--- src/rtl/multdiv_sequencer.sv ---
// multdiv_sequencer: issues mul/div operations to the shared multi-cycle
// multdiv unit, stalls the pipeline while it runs, bounds the wait with a
// timeout and returns the result (or an rstatus exception code) through a
// ready/valid writeback port.
module multdiv_sequencer #(
    parameter int unsigned MAX_CYCLES = 40
) (
    input  logic        clock,
    input  logic        reset,
    input  logic        isMul_x,
    input  logic        isDiv_x,
    input  logic [31:0] operandA_x,
    input  logic [31:0] operandB_x,
    input  logic [4:0]  rd_x,
    output logic        ctrl_MULT,
    output logic        ctrl_DIV,
    output logic [31:0] data_operandA,
    output logic [31:0] data_operandB,
    input  logic [31:0] data_result,
    input  logic        data_exception,
    input  logic        data_resultRDY,
    output logic        stall,
    output logic        busy,
    output logic        wb_valid,
    output logic [4:0]  wb_rd,
    output logic [31:0] wb_data,
    input  logic        wb_ready,
    output logic        md_timeout
);

    localparam int unsigned CNT_W = $clog2(MAX_CYCLES + 1);

    localparam logic [1:0] S_IDLE  = 2'd0;
    localparam logic [1:0] S_START = 2'd1;
    localparam logic [1:0] S_WAIT  = 2'd2;
    localparam logic [1:0] S_WB    = 2'd3;

    // Exception writeback goes to rstatus with a per-op cause code.
    localparam logic [4:0]  EXC_RD   = 5'd30;
    localparam logic [31:0] EXC_MUL  = 32'd4;
    localparam logic [31:0] EXC_DIV  = 32'd5;

    logic [1:0]       state_q,   state_d;
    logic [CNT_W-1:0] cnt_q,     cnt_d;
    logic             op_div_q,  op_div_d;
    logic [31:0]      opa_q,     opa_d;
    logic [31:0]      opb_q,     opb_d;
    logic [4:0]       rd_q,      rd_d;
    logic [4:0]       wb_rd_q,   wb_rd_d;
    logic [31:0]      wb_data_q, wb_data_d;
    logic             timeout_q, timeout_d;
    logic             stall_raw;

    // State register and shadow registers.
    always_ff @(posedge clock or negedge reset) begin
        if (!reset) begin
            state_q   <= S_IDLE;
            cnt_q     <= '0;
            op_div_q  <= 1'b0;
            opa_q     <= '0;
            opb_q     <= '0;
            rd_q      <= '0;
            wb_rd_q   <= '0;
            wb_data_q <= '0;
            timeout_q <= 1'b0;
        end else begin
            state_q   <= state_d;
            cnt_q     <= cnt_d;
            op_div_q  <= op_div_d;
            opa_q     <= opa_d;
            opb_q     <= opb_d;
            rd_q      <= rd_d;
            wb_rd_q   <= wb_rd_d;
            wb_data_q <= wb_data_d;
            timeout_q <= timeout_d;
        end
    end

    // Next-state, shadow updates and the combinational stall.
    always_comb begin
        state_d   = state_q;
        cnt_d     = cnt_q;
        op_div_d  = op_div_q;
        opa_d     = opa_q;
        opb_d     = opb_q;
        rd_d      = rd_q;
        wb_rd_d   = wb_rd_q;
        wb_data_d = wb_data_q;
        timeout_d = timeout_q;
        stall_raw = 1'b0;

        case (state_q)
            S_IDLE: begin
                stall_raw = isMul_x | isDiv_x;
                if (isMul_x | isDiv_x) begin
                    op_div_d = ~isMul_x;  // mul wins when both decode
                    opa_d    = operandA_x;
                    opb_d    = operandB_x;
                    rd_d     = rd_x;
                    state_d  = S_START;
                end
            end
            S_START: begin
                stall_raw = 1'b1;
                cnt_d     = '0;
                state_d   = S_WAIT;
            end
            S_WAIT: begin
                stall_raw = 1'b1;
                cnt_d     = cnt_q + CNT_W'(1);
                if (data_resultRDY) begin
                    if (data_exception) begin
                        wb_rd_d   = EXC_RD;
                        wb_data_d = op_div_q ? EXC_DIV : EXC_MUL;
                        state_d   = S_WB;
                    end else if (rd_q != 5'd0) begin
                        wb_rd_d   = rd_q;
                        wb_data_d = data_result;
                        state_d   = S_WB;
                    end else begin
                        // Result for r0 is discarded; release the pipe now.
                        stall_raw = 1'b0;
                        state_d   = S_IDLE;
                    end
                end else if (cnt_q == CNT_W'(MAX_CYCLES - 1)) begin
                    wb_rd_d   = EXC_RD;
                    wb_data_d = op_div_q ? EXC_DIV : EXC_MUL;
                    timeout_d = 1'b1;
                    state_d   = S_WB;
                end
            end
            S_WB: begin
                stall_raw = ~wb_ready;
                if (wb_ready) begin
                    state_d = S_IDLE;
                end
            end
            default: begin
                state_d = S_IDLE;
            end
        endcase
    end

    // Output decode; stall is forced low while reset is held.
    assign stall         = stall_raw & reset;
    assign ctrl_MULT     = (state_q == S_START) & ~op_div_q;
    assign ctrl_DIV      = (state_q == S_START) &  op_div_q;
    assign busy          = (state_q != S_IDLE);
    assign wb_valid      = (state_q == S_WB);
    assign wb_rd         = wb_rd_q;
    assign wb_data       = wb_data_q;
    assign data_operandA = opa_q;
    assign data_operandB = opb_q;
    assign md_timeout    = timeout_q;

endmodule

--- config.mk ---
export PLATFORM = sky130hd
export DESIGN_NAME = multdiv_sequencer
export DESIGN_NICKNAME = d
export VERILOG_FILES = /design/src/rtl/multdiv_sequencer.sv
export SDC_FILE = /design/constraint.sdc
export NUM_CORES = 1
export LEC_CHECK = 0
export ABC_AREA = 1
export CELL_PAD_IN_SITES_DETAIL_PLACEMENT = 0
export CELL_PAD_IN_SITES_GLOBAL_PLACEMENT = 1
export CORE_AREA = 2 2 100 126
export DETAILED_ROUTE_END_ITERATION = 8
export DIE_AREA = 0 0 102 128
export DONT_BUFFER_PORTS = 1
export PLACE_DENSITY = 0.7
export SYNTH_ARGS = -nofsm -noshare
export SYNTH_HDL_FRONTEND = slang
export SYNTH_SLANG_ARGS = --single-unit
--- constraint.sdc ---
create_clock -name clock -period 1.9 [get_ports clock]
set_input_delay 0.38 -clock clock [delete_from_list [all_inputs] [get_ports clock]]
set_output_delay 0.38 -clock clock [all_outputs]
set_load 0.005 [all_outputs]
==> results.md <==
* Largest net degree at the start of global routing at 118
* Slowest stage cell, crit path: dfrtp_2
* N_diodes at 0
* Syn-to-layout area delta at 15.9%
* Critical Path Max Stage Delay at between 0.4 and 0.5 ns
* Failing checks: negative hold slack
* Top_reg_cell synth: dfrtp_1
* Port-buffer cells at 0
* Pwr Total at 11.1 mW
* Die area at approximately 13,000 sq um
* Net Sw Power at between 3 and 4 mW
* H-Tree Depth at 4
* CP Buf/Inv Count at 2
* Switching portion of total power at 31.9%
* DR iter-0 viols at 85
* Via count at 3,139
* Fin. max-slew vios at 0
* Comb pwr share at 27.8%
* Placed Cells at 599
* Max Cap Viol at 0
* Netlist cell types at 28
* Final Hold Fails at 116
* Post-route clock period utilization at 95.4%
* Worst vdd ir at roughly 0.00093 V
* CTS max path bufs at 2
* Max Clock Skew at approximately 0.0077 ns
* Worst hold margin at -0.327 ns
* Die X at just over 100 microns
* Post-synth EDFFs at 0
* Setup-failing EPs final at 0
* Asr flop ratio synth at 100%
* Tot GR Track Use at 17.1%
* Crit-path cells: buf_6 -> ha_4 -> nand2_4 -> nand3_1 -> nand2_1 -> inv_2
* Worst Tran Pin Value at 0.388 ns
* Post-synthesis sequential area ratio at between 50% and 60%
* Congestion Overflow GR at 0
* Seq pwr share at 42.7%
* Normalized max-slew margin at 74.1%
* F_max at ~550 MHz
* Total Wirelength at 11,000 microns
* Vias per cell at 4.95
* WP data arrival at 1.43 ns
* Post-Layout Cell Count at 634
* Outcome: complete, but fails checks
* CTS tree: yes
* Mean post-synth cell area at 11.7 sq um
* I/O pin total at 215
* Most frequent cell after synthesis: nand2_1
* Core Area at 11,900 sq um
* Core Util, Final at 50.5%
* Placed Area at roughly 5300 sq um
* Proportion of layout cells with a drive suffix above 1 at approximately a third
* First-pass GRT wire length at 17,000 microns
* Setup WS pre-CTS at 0.220 ns
* TritonRoute pass-1 iters at 4
* Crit Path Category: reg -> out
* Effective utilization at floorplan at a little over two fifths
* Min Tclk post-route at 1.81 ns
* Synth area leader: dfrtp_1
* Synth area leaders: dfrtp_1 (56%), mux2_4 (12%), nand2_1 (9.5%), mux2_2 (5.4%), nand3b_1 (3.9%)
* Die Span Y at about 130 microns
* Initial antenna violation count at 0
* Wire per inst at 17.4 microns
* Synthesized area at between 5000 and 6000 sq um
* Setup crit end kind: output pin
* Num CTS Buffers at 17
* Placer Congestion at slightly below 0.8
* Worst Path Max Fanout at 5
* Vias in the first global route at between 3,000 and 4,000
* Later-pin clock latency in the skew report at 0.40 ns
* YS warnings at 0
* Critical Path Source Type: register
* Clock Tree Root: clkbuf_16
* Synthesized instance count at between 400 and 500
* Clock share of power at 29.5%
* Crit path max-delay family: flip-flops
* Detail Route Antenna Nets at 0
* DRC viols at 0
* Clock transition at the registers of the reported paths at 0.05 ns
* FF-to-FF setup slack at around 0.21 ns
* Post-route setup slack at 0.0875 ns
* Std cell rows at 45
* Layout Nets at 570
* Mapped Nets at 558
* FF+latch count, synth at 116
* Clock sinks at roughly 120
* Hold WC Path Type: in -> async
* Worst Path Required at 1.52 ns
* Yosys top cell area share at 55.8%
* Post-synth top cells: nand2_1 (131), dfrtp_1 (116), mux2_4 (40)
* Final HPWL DP at 7650 microns
* Internal Power at 7.53 mW
* Setup_tns at 0 ns
* Lkg Pwr at 2.97 nW
* Final instance area at 6030 sq um
* Power density over the cells at between 1500 and 2000 nW/um^2
[worst register-to-register path: stages (launching register included)]
cell and delay [ns]:
dfrtp_2 0.44, inv_4 0.07, ha_4 0.17, buf_4 0.13, nand2_4 0.18, buf_12 0.23, mux2_2 0.36
[cell type report]
class	count	area (sq um)
clock buffer	18	439
sequential	116	2910
timing repair buffer	15	141
tap	164	205
fill	1106	5910
clock inverter	14	176
inverter	22	87.6
multi-input combinational	285	2070
[flip-flops by register name (all words and copies together) (netlist names)]
name           count
data_operandA     32
data_operandB     32
wb_data           32
cnt_q              6
rd_q               5
wb_rd              5
state_q            2
md_timeout         1
op_div_q           1
[cell usage in the layout (no fill, tap or decap), types with 5 or more instances in the layout]
cell type,count
mux2_2,25
clkbuf_16,17
nand3b_1,27
a21oi_1,11
o21ai_0,5
nand3_1,5
nand2_1,129
inv_2,5
dfrtp_1,114
nand3_2,7
buf_4,12
nor2_1,13
mux2_4,40
nand2_4,5
inv_1,14
[kinds of logic after synthesis]
family | Yosys count | synth area share [%]
fa+ha+maj | 5 | 1.20
buf+inv | 44 | 5.56
flops | 116 | 55.8
simple gates | 197 | 18.4
compound gates | 18 | 2.02
mux | 65 | 17.0
[power by group through the flow]
stage,Combinational [mW],Clock (mW),Sequential (mW)
after floorplan,2.62,0,4.40
after global placement,2.86,0,4.73
after detailed placement,2.96,0,4.74
after CTS,3.02,3.35,4.73
after global routing,3.43,3.47,4.88
final,3.08,3.27,4.72
[repair_timing]
action / CTS / global route
resized for setup: 5 / 16
endpoints found under the hold margin: 116 / 116
setup buffers: 0 / 3
endpoints found under the setup margin: 1 / 1
pin swaps: 0 / 4
[final timing paths]
check                            from           endpoint  cells after the start
max                        state_q[1]              stall                      6
min                             reset         wb_data[7]                      0
max reg2reg                state_q[1]  data_operandB[21]                      6
min reg2reg                  cnt_q[4]           cnt_q[4]                      1
max in group asynchronous       reset         state_q[1]                      0
min in group clock            isMul_x           op_div_q                      1
[routing by layer]
metal / GRT usage (%) / part of all wire, % / vias to the layer above
li1: - / - / 1473
met5: 0 / 0 / -
met4: 6.12 / 1.1 / 0
met2: 27.5 / 51 / 127
met1: 20.3 / 39 / 1530
met3: 7.42 / 9.1 / 9
Power figures use the tool's default switching activity.
